--- src/rtl/note_sequencer_mc.sv ---
// Multi-channel note sequencer: once per frame it walks every voice channel over a
// shared synchronous ROM, fetching pitch deltas for new notes and stepping envelopes.
module note_sequencer_mc #(
    parameter int         NUM_CH         = 4,
    parameter int         ENV_W          = 9,
    parameter logic [7:0] NOTE_BASE      = 8'h00,
    parameter logic [7:0] INSTR_LEN_BASE = 8'h80,
    parameter logic [7:0] INSTR_VAL_BASE = 8'h84,
    localparam int        CH_W           = (NUM_CH > 1) ? $clog2(NUM_CH) : 1
) (
    input  logic                      i_clk,
    input  logic                      i_rst,
    input  logic                      i_frame_stb,
    input  logic                      i_load,
    input  logic [CH_W-1:0]           i_ch,
    input  logic [5:0]                i_pitch,
    input  logic [4:0]                i_duration,
    input  logic [3:0]                i_instrument,
    output logic [32*NUM_CH-1:0]      o_phase_delta,
    output logic [ENV_W*NUM_CH-1:0]   o_envelope,
    output logic [NUM_CH-1:0]         o_ch_done,
    output logic                      o_busy,
    output logic                      o_frame_done,
    output logic                      o_overrun,
    output logic [7:0]                o_rom_addr,
    input  logic [15:0]               i_rom_data
);

    typedef enum logic [2:0] {
        S_IDLE, S_CH_START, S_PITCH_LO, S_PITCH_HI, S_LEN, S_VAL
    } state_t;

    state_t state, state_nxt;
    logic [CH_W-1:0]                ch;
    logic                           last_ch;
    logic [NUM_CH-1:0]              pending, active, ch_done;
    logic [NUM_CH-1:0][5:0]         slot_pitch;
    logic [NUM_CH-1:0][4:0]         slot_dur, dur_cnt;
    logic [NUM_CH-1:0][3:0]         slot_instr, instr, step, len;
    logic [5:0]                     cur_pitch;
    logic [15:0]                    pitch_lo;
    logic [NUM_CH-1:0][31:0]        phase;
    logic [NUM_CH-1:0][ENV_W-1:0]   env;
    logic                           frame_done, overrun;

    function automatic logic [3:0] nib(input logic [15:0] w, input logic [1:0] idx);
        return w[4*idx +: 4];
    endfunction

    function automatic logic [ENV_W-1:0] env_scale(input logic [3:0] n);
        logic [ENV_W-1:0] e;
        e = '0;
        e[ENV_W-1 -: 4] = n;
        return e;
    endfunction

    function automatic logic [7:0] pitch_addr(input logic [5:0] p);
        return NOTE_BASE + {1'b0, p, 1'b0};
    endfunction

    function automatic logic [7:0] len_addr(input logic [3:0] ins);
        return INSTR_LEN_BASE + {6'd0, ins[3:2]};
    endfunction

    function automatic logic [7:0] val_addr(input logic [3:0] ins, input logic [3:0] s);
        return INSTR_VAL_BASE + {2'd0, ins, s[3:2]};
    endfunction

    assign last_ch = (ch == CH_W'(NUM_CH - 1));

    always_comb begin
        state_nxt  = state;
        o_rom_addr = 8'd0;
        case (state)
            S_IDLE: begin
                if (i_frame_stb) state_nxt = S_CH_START;
            end
            S_CH_START: begin
                if (pending[ch] && slot_dur[ch] != 5'd0) begin
                    o_rom_addr = pitch_addr(slot_pitch[ch]);
                    state_nxt  = S_PITCH_LO;
                end else if (!pending[ch] && active[ch]) begin
                    o_rom_addr = val_addr(instr[ch], step[ch]);
                    state_nxt  = S_VAL;
                end else begin
                    state_nxt = last_ch ? S_IDLE : S_CH_START;
                end
            end
            S_PITCH_LO: begin
                o_rom_addr = pitch_addr(cur_pitch) + 8'd1;
                state_nxt  = S_PITCH_HI;
            end
            S_PITCH_HI: begin
                o_rom_addr = len_addr(instr[ch]);
                state_nxt  = S_LEN;
            end
            S_LEN: begin
                o_rom_addr = val_addr(instr[ch], 4'd0);
                state_nxt  = S_VAL;
            end
            S_VAL: begin
                state_nxt = last_ch ? S_IDLE : S_CH_START;
            end
            default: state_nxt = S_IDLE;
        endcase
    end

    always_ff @(posedge i_clk) begin
        if (i_rst) begin
            state      <= S_IDLE;
            ch         <= '0;
            pending    <= '0;
            active     <= '0;
            slot_pitch <= '0;
            slot_dur   <= '0;
            slot_instr <= '0;
            instr      <= '0;
            step       <= '0;
            len        <= '0;
            dur_cnt    <= '0;
            cur_pitch  <= '0;
            pitch_lo   <= '0;
            phase      <= '0;
            env        <= '0;
            ch_done    <= '0;
            frame_done <= 1'b0;
            overrun    <= 1'b0;
        end else begin
            state      <= state_nxt;
            ch_done    <= '0;
            overrun    <= i_frame_stb && (state != S_IDLE);
            frame_done <= (state != S_IDLE) && (state_nxt == S_IDLE);

            // CH_START is entered either from IDLE (new frame) or as the advance step
            if (state == S_IDLE && i_frame_stb)
                ch <= '0;
            else if (state != S_IDLE && state_nxt == S_CH_START)
                ch <= ch + 1'b1;

            case (state)
                S_CH_START: begin
                    if (pending[ch]) begin
                        pending[ch] <= 1'b0;
                        if (slot_dur[ch] != 5'd0) begin
                            step[ch]    <= 4'd0;
                            dur_cnt[ch] <= slot_dur[ch];
                            instr[ch]   <= slot_instr[ch];
                            cur_pitch   <= slot_pitch[ch];
                        end else begin
                            active[ch]  <= 1'b0;
                            env[ch]     <= '0;
                            ch_done[ch] <= 1'b1;
                        end
                    end else if (!active[ch]) begin
                        env[ch] <= '0;
                    end
                end
                S_PITCH_LO: pitch_lo <= i_rom_data;
                S_PITCH_HI: phase[ch] <= {i_rom_data, pitch_lo};
                S_LEN: begin
                    len[ch]    <= nib(i_rom_data, instr[ch][1:0]);
                    active[ch] <= 1'b1;
                end
                S_VAL: begin
                    env[ch] <= env_scale(nib(i_rom_data, step[ch][1:0]));
                    if (step[ch] < len[ch]) step[ch] <= step[ch] + 4'd1;
                    dur_cnt[ch] <= dur_cnt[ch] - 5'd1;
                    if (dur_cnt[ch] == 5'd1) begin
                        active[ch]  <= 1'b0;
                        ch_done[ch] <= 1'b1;
                    end
                end
                default: ;
            endcase

            // Placed after consumption so a same-cycle load survives into the next frame
            if (i_load && int'(i_ch) < NUM_CH) begin
                pending[i_ch]    <= 1'b1;
                slot_pitch[i_ch] <= i_pitch;
                slot_dur[i_ch]   <= i_duration;
                slot_instr[i_ch] <= i_instrument;
            end
        end
    end

    assign o_phase_delta = phase;
    assign o_envelope    = env;
    assign o_ch_done     = ch_done;
    assign o_busy        = (state != S_IDLE);
    assign o_frame_done  = frame_done;
    assign o_overrun     = overrun;

endmodule

--- config.mk ---
export PLATFORM = sky130hd
export DESIGN_NAME = note_sequencer_mc
export DESIGN_NICKNAME = d
export VERILOG_FILES = /design/src/rtl/note_sequencer_mc.sv
export SDC_FILE = /design/constraint.sdc
export NUM_CORES = 1
export LEC_CHECK = 0
export BUFFER_PORTS_ARGS = -buffer_cell sky130_fd_sc_hd__buf_2
export CELL_PAD_IN_SITES_DETAIL_PLACEMENT = 2
export CELL_PAD_IN_SITES_GLOBAL_PLACEMENT = 2
export CORE_MARGIN = 10
export CORE_UTILIZATION = 37
export CTS_CLUSTER_DIAMETER = 40
export DETAILED_ROUTE_END_ITERATION = 6
export PLACE_DENSITY_LB_ADDON = 0.1
export SLEW_MARGIN = 20
export SYNTH_ARGS = -nofsm -noshare
export SYNTH_HDL_FRONTEND = slang
export SYNTH_SLANG_ARGS = --single-unit
--- constraint.sdc ---
create_clock -name i_clk -period 7.6 [get_ports i_clk]
set_input_delay 1.52 -clock i_clk [delete_from_list [all_inputs] [get_ports i_clk]]
set_output_delay 1.52 -clock i_clk [all_outputs]
set_load 0.005 [all_outputs]
==> results of run 1 <==
==> cell usage in the layout, fill, tap and decap left out, types with 4 or more instances in the layout <==
| master | count |
|---|---|
| clkinv_2 | 6 |
| nor2b_1 | 7 |
| nand3_1 | 23 |
| mux4_1 | 4 |
| mux2i_1 | 57 |
| a211o_1 | 4 |
| a22o_1 | 9 |
| a21o_1 | 7 |
| nand2_1 | 471 |
| mux2_2 | 4 |
| ha_1 | 11 |
| mux4_2 | 38 |
| o311ai_0 | 4 |
| buf_4 | 21 |
| inv_1 | 12 |
| clkbuf_8 | 6 |
| bufinv_16 | 4 |
| dfxtp_1 | 332 |
| a31o_2 | 4 |
| nor3_1 | 7 |
| a21oi_1 | 247 |
| xnor2_1 | 5 |
| o21ai_0 | 7 |
| inv_6 | 5 |
| nand4_1 | 5 |
| nor2_1 | 35 |
| a21oi_2 | 4 |
| nor3_2 | 4 |
| clkbuf_1 | 8 |
| a311oi_1 | 8 |
| nand2b_1 | 42 |
| and3_1 | 4 |
| buf_2 | 214 |
| clkbuf_16 | 51 |
| and2_1 | 31 |
==> kinds of logic after synthesis <==
family	share of synthesized area, %
AOI/OAI and AO/OA	12.82
xor gates and xnor gates	0.4560
and+or+nand+nor	20.53
DFF	49.59
muxes	11.73
buffers and inverters	3.862
adders and majority gates	1.024
==> final timing paths <==
check,startpoint,endpoint,cells past startpoint
min reg2reg,slot_dur[19],slot_dur[19],2
min,slot_dur[19],slot_dur[19],2
max,ch[0],o_rom_addr[5],6
max reg2reg,ch[0],o_envelope[14],6
==> stage by stage <==
step	utilization, %	power (mW)	worst slack [ns]	std cells
after floorplan	-	1.910	3.987	1525
final	46.04	4.225	1.726	2200
after global routing	46.04	4.373	1.399	2200
after global placement	41.43	1.979	2.410	2111
after CTS	46.03	4.274	1.695	2198
after detailed placement	41.43	1.984	2.323	2111
==> power by group through the flow <==
| stage | Combinational, mW | Sequential (mW) | Clock [mW] |
|---|---|---|---|
| floorplan | 0.107 | 1.80 | 0 |
| global placement | 0.168 | 1.81 | 0 |
| detailed placement | 0.172 | 1.81 | 0 |
| CTS | 0.174 | 1.77 | 2.33 |
| global route | 0.187 | 1.78 | 2.41 |
| finish | 0.173 | 1.78 | 2.28 |
==> state kept, by name, indices dropped and copies added, names as in the netlist, 2 cells and up, named ones only <==
| name | cells |
|---|---|
| slot_instr | 16 |
| o_phase_delta | 128 |
| slot_dur | 20 |
| step | 16 |
| pending | 4 |
| instr | 16 |
| state | 3 |
| o_envelope | 36 |
| cur_pitch | 6 |
| slot_pitch | 24 |
| ch | 2 |
| pitch_lo | 16 |
| len | 16 |
| dur_cnt | 20 |
| o_ch_done | 4 |
==> routing by layer <==
| metal | part of all wire (%) | up-vias | GRT usage, % |
|---|---|---|---|
| met5 | 0 | - | 0 |
| met4 | 2.9 | 0 | 7.418 |
| met3 | 4.2 | 78 | 4.139 |
| met2 | 50 | 236 | 40.28 |
| met1 | 43 | 6011 | 27.43 |
| li1 | - | 5512 | - |
==> worst max-delay path, delay by kind of cell, from the launching register on <==
family	cells	cell delay, ns
DFF	1	0.76
AOI/OAI and AO/OA	1	0.76
and+or+nand+nor	1	0.39
muxes	2	1.11
buffers and inverters	2	0.75
==> cell type report <==
class	count	share of cell area, %
timing repair buffer	236	7.557
inverter	12	0.2737
clock inverter	22	1.543
tap	461	3.505
sequential	333	40.52
clock buffer	65	8.439
antenna	2	0.03041
multi-input combinational	1069	38.14
==> flow_summary.yaml, run 1 <==
run_status:
  run_status: "finished clean"
power:
  switching_power_uw: 987.1
  p_leak_nw: 6.322
  p_seq_share_pct: 42.0
  p_per_area_nw_per_um2: 256.7
  p_clk_share_pct: 53.9
  intPower_mw: 3.238
  swShare_pct: 23.36
  ir_worst_vdd_mv: 0.2215
  pwr-share-comb_pct: 4.1
synth:
  synth_warnings: 0
  yosysTopAreaCellShare_pct: 49.59
  synth.distinct_cells: 52
  synthTopCellsByArea: "dfxtp_1 (50%), nand2_1 (13%), a21oi_1 (9.2%)"
  synth.cell_area_um2: 13440
  synth_edf_count: 0
  synth_most_common_cell: "nand2_1"
  ys.flop_type: "dfxtp_1"
  synth_nets: 1573
  yosys-top-cells-count: "nand2_1 (471), dfxtp_1 (333), a21oi_1 (247)"
  ys_seq_area_share_pct: 49.59
  syn_avg_cell_area_um2: 8.816
  yosys_register_bits: 333
  synthArstFlopShare_pct: 0
  syn_inst: 1525
  yosysTopAreaCell: "dfxtp_1"
sta:
  grt_setup_unrepaired: "false"
  period_needed_ns: 5.874
  max_slew.worst_pin.slew_ns: 0.9099
  min_period_over_period_pct: 77.28
  report.final.hold_viol_count: 0
  slew_headroom_pct: 39.34
  max_freq_ghz: 0.1703
  final_max_slew_viol_count: 0
  hold_slack_ns: 0.4519
  fin_worst_skew_ns: 0.01016
  setup-tns-final_ns: 0
  setup_viol: 0
cells_and_area:
  final_cell_area_um2: 16460
  layout.nets: 1750
  regArea_um2: 6668
  drive_above_1_share_pct: 21.93
  area_delta_synth_final_pct: 22.41
  multi_input_comb_area_um2: 6276
  filler_cell_count: 3951
worst_setup_path:
  crit_chain: "buf_4 > mux4_1 > nor3b_4 > mux2i_1 > o311ai_0 > buf_2"
  cpPeakStageDelay_ns: 0.84
  arrival_ns: 4.35
  cp_slowest_cell: "mux4_1"
  criticalPathCategory: "reg -> out"
  reg2reg_slack_ns: 3.56
  start_kind: "flip-flop"
  cp_max_fo: 20
  end_kind: "primary output"
  cp.required_ns: 6.08
clock_network:
  numCtsBuffers: 50
  clock_path_buffers: 3
  clkSinkCount: 333
  h-tree-depth: 2
  clk_latency_ns: 0.57
  ctsHoldBuffers: 0
  cts_tree: "built"
  cts_root_buffer: "clkbuf_16"
  clk_pin_slew_ns: 0.05
  cts_setup_buffers: 0
  ctsResizeCount: 0
placed_design:
  port_buffers: 215
  finalWeightedCongestion: 0.7971
  hpwl_um: 34220
  place_area_um2: 14810
routing:
  drt-total-wl_um: 51490
  vias_per_cell: 5.380
  wl_per_cell_um: 23.40
  ant_nets: 0
  dr.pass1.iters: 4
  drcViolationCount: 0
  drt-initial-drc-count: 564
  num_vias: 11840
worst_hold_path:
  hold_path.class: "reg -> reg"
floorplanning:
  rows: 69
  die_y_um: 210.6
  dieArea_um2: 44360
  pin_count: 216
  core_area_um2: 35740
  start_util_pct: 37.61
  die_x_um: 210.6
grt:
  grt_pass1_wl_um: 78800
  grt-ovfl-total: 0
  grt_max_degree: 116
  grt_usage_pct: 22.81
  grt_pass1_vias: 12720
  grt_antenna_before_repair: 2
job:
  maxCapViolations: 0
(Power assumes the default switching activity.)
==> run 2: changes to the inputs <==
--- a/config.mk
+++ b/config.mk
@@ -5,11 +5,12 @@
 export SDC_FILE = /design/constraint.sdc
 export NUM_CORES = 1
 export LEC_CHECK = 0
+export ABC_AREA = 1
 export BUFFER_PORTS_ARGS = -buffer_cell sky130_fd_sc_hd__buf_2
 export CELL_PAD_IN_SITES_DETAIL_PLACEMENT = 2
 export CELL_PAD_IN_SITES_GLOBAL_PLACEMENT = 2
 export CORE_MARGIN = 10
-export CORE_UTILIZATION = 37
+export CORE_UTILIZATION = 32
 export CTS_CLUSTER_DIAMETER = 40
 export DETAILED_ROUTE_END_ITERATION = 6
 export PLACE_DENSITY_LB_ADDON = 0.1
==> constraint.sdc (replaced) <==
create_clock -name i_clk -period 6.05 [get_ports i_clk]
set_input_delay 1.21 -clock i_clk [delete_from_list [all_inputs] [get_ports i_clk]]
set_output_delay 1.21 -clock i_clk [all_outputs]
set_load 0.005 [all_outputs]
==> flow_summary.yaml, run 2 <==
synth:
  yosys_register_bits: 333
  synth.distinct_cells: 46
  synth_warnings: 0
  ys_seq_area_share_pct: 47.55
  ys.flop_type: "dfxtp_1"
  synth_nets: 1910
  synth_most_common_cell: "nand2_1"
  synthTopCellsByArea: "dfxtp_1 (48%), a21oi_1 (10%), nand2_1 (9.2%)"
  synth.cell_area_um2: 14020
  yosysTopAreaCellShare_pct: 47.55
  synth_edf_count: 0
  synthArstFlopShare_pct: 0
  yosys-top-cells-count: "nand2_1 (342), dfxtp_1 (333), a21oi_1 (284)"
  syn_avg_cell_area_um2: 7.529
  syn_inst: 1862
  yosysTopAreaCell: "dfxtp_1"
clock_network:
  clk_latency_ns: 0.60
  ctsResizeCount: 0
  numCtsBuffers: 70
  ctsHoldBuffers: 0
  clkSinkCount: 333
  cts_setup_buffers: 0
  clk_pin_slew_ns: 0.05
  cts_root_buffer: "clkbuf_16"
  cts_tree: "built"
  h-tree-depth: 3
  clock_path_buffers: 3
routing:
  num_vias: 13980
  ant_nets: 0
  drt-initial-drc-count: 866
  drcViolationCount: 0
  drt-total-wl_um: 58860
  wl_per_cell_um: 21.89
  vias_per_cell: 5.197
  dr.pass1.iters: 5
cells_and_area:
  insertedDiodeCount: 0
  multi_input_comb_area_um2: 6260
  filler_cell_count: 4995
  final_common_cell: "nand2_1"
  final_cells: 2689
  mostFrequentLayoutCells: "nand2_1 (342), dfxtp_1 (332), a21oi_1 (284), buf_2 (214), nand3_1 (190)"
  area_delta_synth_final_pct: 27.80
  final_cell_area_um2: 17920
  drive_above_1_share_pct: 21.20
  largest_reg_flops: 128
  regArea_um2: 6668
  layout.nets: 2097
floorplanning:
  core_area_um2: 43170
  dieArea_um2: 52580
  pin_count: 216
  die_y_um: 229.3
  die_x_um: 229.3
  rows: 76
  start_util_pct: 32.47
power:
  p_leak_nw: 7.404
  p_per_area_nw_per_um2: 398.5
  ir_worst_vdd_mv: 0.1832
sta:
  fin_worst_skew_ns: 0.03086
  min_period_over_period_pct: 72.97
  slew_headroom_pct: 30.43
  setup_viol: 0
  report.final.hold_viol_count: 0
  worst_slack_ns: 1.636
  grt_setup_unrepaired: "false"
  setup-tns-final_ns: 0
  period_needed_ns: 4.415
  max_slew.worst_pin.slew_ns: 1.044
  final_max_slew_viol_count: 0
  hold_slack_ns: 0.4480
  max_freq_ghz: 0.2265
worst_setup_path:
  arrival_ns: 3.20
  end_kind: "primary output"
  cp_max_fo: 61
  worstReg2RegStart: "ch[0]"
  start_kind: "flip-flop"
  criticalPathCategory: "reg -> out"
  cp.required_ns: 4.84
  cp-startpoint: "ch[0]"
placed_design:
  dpl.cell_count: 2562
  hpwl_um: 38130
  place_ws_ns: 2.064
  finalWeightedCongestion: 0.8003
  port_buffers: 215
  place_area_um2: 15460
grt:
  grt_usage_pct: 21.90
  grt_antenna_before_repair: 1
  grt-ovfl-total: 0
  grt_pass1_wl_um: 91300
  grt_max_degree: 98
  grt_pass1_vias: 15040
run_status:
  run_status: "finished clean"
worst_hold_path:
  min_from: "slot_pitch[23]"
  hold_path.class: "reg -> reg"
job:
  maxCapViolations: 0
run 2: worst paths after layout:
path              slack [ns]  cells after the start             end
setup / recovery        1.64                     12   o_rom_addr[4]
hold / removal          0.45                      2  slot_pitch[23]
setup reg to reg        2.84                     12        step[15]
hold reg to reg         0.45                      2  slot_pitch[23]
run 2: cell families after synthesis:
| kind of cell | Yosys count | synth area share, % |
|---|---|---|
| flops | 333 | 47.55 |
| xor+xnor | 2 | 0.1250 |
| compound gates | 516 | 19.48 |
| fa+ha+maj | 11 | 0.9817 |
| buf+inv | 268 | 7.961 |
| simple gates | 732 | 23.90 |
run 2: metal layers:
metal,vias to the layer above,track usage (%),share of wire (%)
met5,-,0,0
met4,0,7.056,2.2
met3,76,4.339,4.4
met2,260,36.13,48
met1,7047,28.17,45
li1,6593,-,-
run 2: per-stage QoR:
stage,utilization (%),power (mW)
after global routing,41.50,7.417
after detailed placement,35.82,3.157
final,41.50,7.141
after floorplan,-,2.888
after CTS,41.50,7.218
after global placement,35.82,3.134
run 2: cell type report:
class	instances	area share [%]
clock buffer	80	10.39
clock inverter	47	3.310
inverter	147	3.142
multi-input combinational	1261	34.94
sequential	333	37.21
tap	585	4.085
timing repair buffer	236	6.920
run 2: report_power, final:
part	total [mW]	switching, mW	internal [mW]
registers	2.29	0.0378	2.25
logic	0.830	0.626	0.204
clock network	4.02	1.36	2.66
total	7.14	2.02	5.12
run 2: worst max-delay path: stages (launching register included):
cell and delay, ns:
dfxtp_2 0.35, buf_4 0.56, nand2_1 0.16, nand3_1 0.14
nand2_1 0.12, nand2_1 0.13, nor2_4 0.05, nand2_4 0.10
nand3_4 0.19, inv_1 0.21, nand2_1 0.12, o311ai_0 0.21
buf_2 0.23
==> run 3: changes to the inputs <==
--- a/config.mk
+++ b/config.mk
@@ -10,7 +10,7 @@
 export CELL_PAD_IN_SITES_DETAIL_PLACEMENT = 2
 export CELL_PAD_IN_SITES_GLOBAL_PLACEMENT = 2
 export CORE_MARGIN = 10
-export CORE_UTILIZATION = 32
+export CORE_UTILIZATION = 29
 export CTS_CLUSTER_DIAMETER = 40
 export DETAILED_ROUTE_END_ITERATION = 6
 export PLACE_DENSITY_LB_ADDON = 0.1
==> constraint.sdc (replaced) <==
create_clock -name i_clk -period 3.7 [get_ports i_clk]
set_input_delay 0.74 -clock i_clk [delete_from_list [all_inputs] [get_ports i_clk]]
set_output_delay 0.74 -clock i_clk [all_outputs]
set_load 0.005 [all_outputs]
==> flow_summary.yaml, run 3 (synthesis results as in run 2) <==
run_status:
  run_status: "finished clean"
routing:
  wl_per_cell_um: 21.42
  drcViolationCount: 0
  vias_per_cell: 5.083
  dr.pass1.iters: 5
  num_vias: 13820
  drt-total-wl_um: 58230
  ant_nets: 0
  drt-initial-drc-count: 729
sta:
  slew_headroom_pct: 27.40
  setup_viol: 0
  max_slew.worst_pin.slew_ns: 1.089
  period_needed_ns: 3.475
  min_period_over_period_pct: 93.91
  report.final.hold_viol_count: 0
  worst_slack_ns: 0.2254
  setup-tns-final_ns: 0
  grt_setup_unrepaired: "false"
  max_freq_ghz: 0.2878
  final_max_slew_viol_count: 0
  fin_worst_skew_ns: 0.01853
clock_network:
  clock_path_buffers: 3
  ctsHoldBuffers: 0
  clk_latency_ns: 0.60
  numCtsBuffers: 67
  cts_root_buffer: "clkbuf_16"
  cts_tree: "built"
  clk_pin_slew_ns: 0.05
  h-tree-depth: 3
  clkSinkCount: 333
cells_and_area:
  final_common_cell: "nand2_1"
  regArea_um2: 6668
  mostFrequentLayoutCells: "nand2_1 (342), dfxtp_1 (332), a21oi_1 (284), buf_2 (214), nand3_1 (190)"
  area_delta_synth_final_pct: 27.54
  multi_input_comb_area_um2: 6267
  drive_above_1_share_pct: 21.29
  layout.nets: 2104
  largest_reg_flops: 128
  insertedDiodeCount: 0
  filler_cell_count: 5410
floorplanning:
  rows: 80
  start_util_pct: 29.36
  dieArea_um2: 57540
  die_x_um: 239.9
  core_area_um2: 47750
  die_y_um: 239.9
  pin_count: 216
grt:
  grt_max_degree: 133
  grt_usage_pct: 19.86
  grt-ovfl-total: 0
  grt_pass1_vias: 14780
  grt_antenna_before_repair: 0
  grt_pass1_wl_um: 89180
power:
  p_leak_nw: 7.367
  ir_worst_vdd_mv: 0.2618
  p_per_area_nw_per_um2: 626.4
placed_design:
  place_ws_ns: 0.4402
  port_buffers: 215
  hpwl_um: 38700
  finalWeightedCongestion: 0.7811
worst_setup_path:
  cp_slowest_cell: "dfxtp_1"
  end_kind: "primary output"
  crit_chain: "buf_8 > nand3_1 > nand2_2 > inv_2 > ha_1 > inv_1 > nor2_1 > o311ai_2 > buf_2"
  start_kind: "flip-flop"
  criticalPathCategory: "reg -> out"
  worstReg2RegStart: "ch[0]"
  critical_path_depth: 9
  worst-path-buf-inv: 4
  reg2regPathDepth: 15
  crit_family: "buffers and inverters"
  cp-startpoint: "ch[1]"
  cp.required_ns: 2.96
  arrival_ns: 2.73
  cpPeakStageDelay_ns: 0.40
  cp_max_fo: 43
job:
  maxCapViolations: 0
worst_hold_path:
  min_from: "i_rst"
  min_path_cells: 2
  hold_path.class: "in -> reg"
-- run 3: what timing repair did --
action,CTS,global route
gates resized for setup,4,4
endpoints found under the hold margin,0,0
setup endpoints to repair,3,5
setup buffers,0,2
-- run 3: routing by layer --
layer | up-vias | track usage, % | wire (um)
met2 | 248 | 33.06 | 27830
met4 | 0 | 5.311 | 1132
met5 | - | 0 | 0
met1 | 6892 | 25.33 | 26510
met3 | 82 | 4.534 | 2760
li1 | 6600 | - | -
-- run 3: final timing paths --
check	to	slack (ns)
max reg2reg	step[5]	0.67
min reg2reg	slot_pitch[21]	0.45
max	o_rom_addr[4]	0.23
min	pending[3]	0.40
-- run 3: final cells by class --
type                            instances  share of cell area [%]
Sequential cell                       333                   37.29
Inverter                              147                   3.170
Clock buffer                           79                   10.15
Clock inverter                         38                   2.407
Multi-Input combinational cell       1261                   35.05
Timing Repair Buffer                  246                   7.627
Tap cell                              615                   4.303
-- run 3: where the power goes --
| part | total, mW | internal [mW] | switching, mW |
|---|---|---|---|
| sequential | 3.74 | 3.68 | 0.0640 |
| clock | 6.08 | 3.95 | 2.13 |
| combinational | 1.38 | 0.353 | 1.02 |
-- run 3: per-stage QoR --
step           hold slack, ns  utilization [%]  total power, mW  instances  area, um^2
6_report               0.4014            37.45            11.20       2719       17880
5_1_grt                0.3805            37.45            11.67       2719       17880
4_1_cts                0.3628            37.35            11.35       2716       17830
3_5_place_dp           0.4430            32.63            5.188       2599       15580
3_3_place_gp           0.4357            32.63            5.152       2599       15580
2_1_floorplan          0.4205                -            4.722       1862       14020
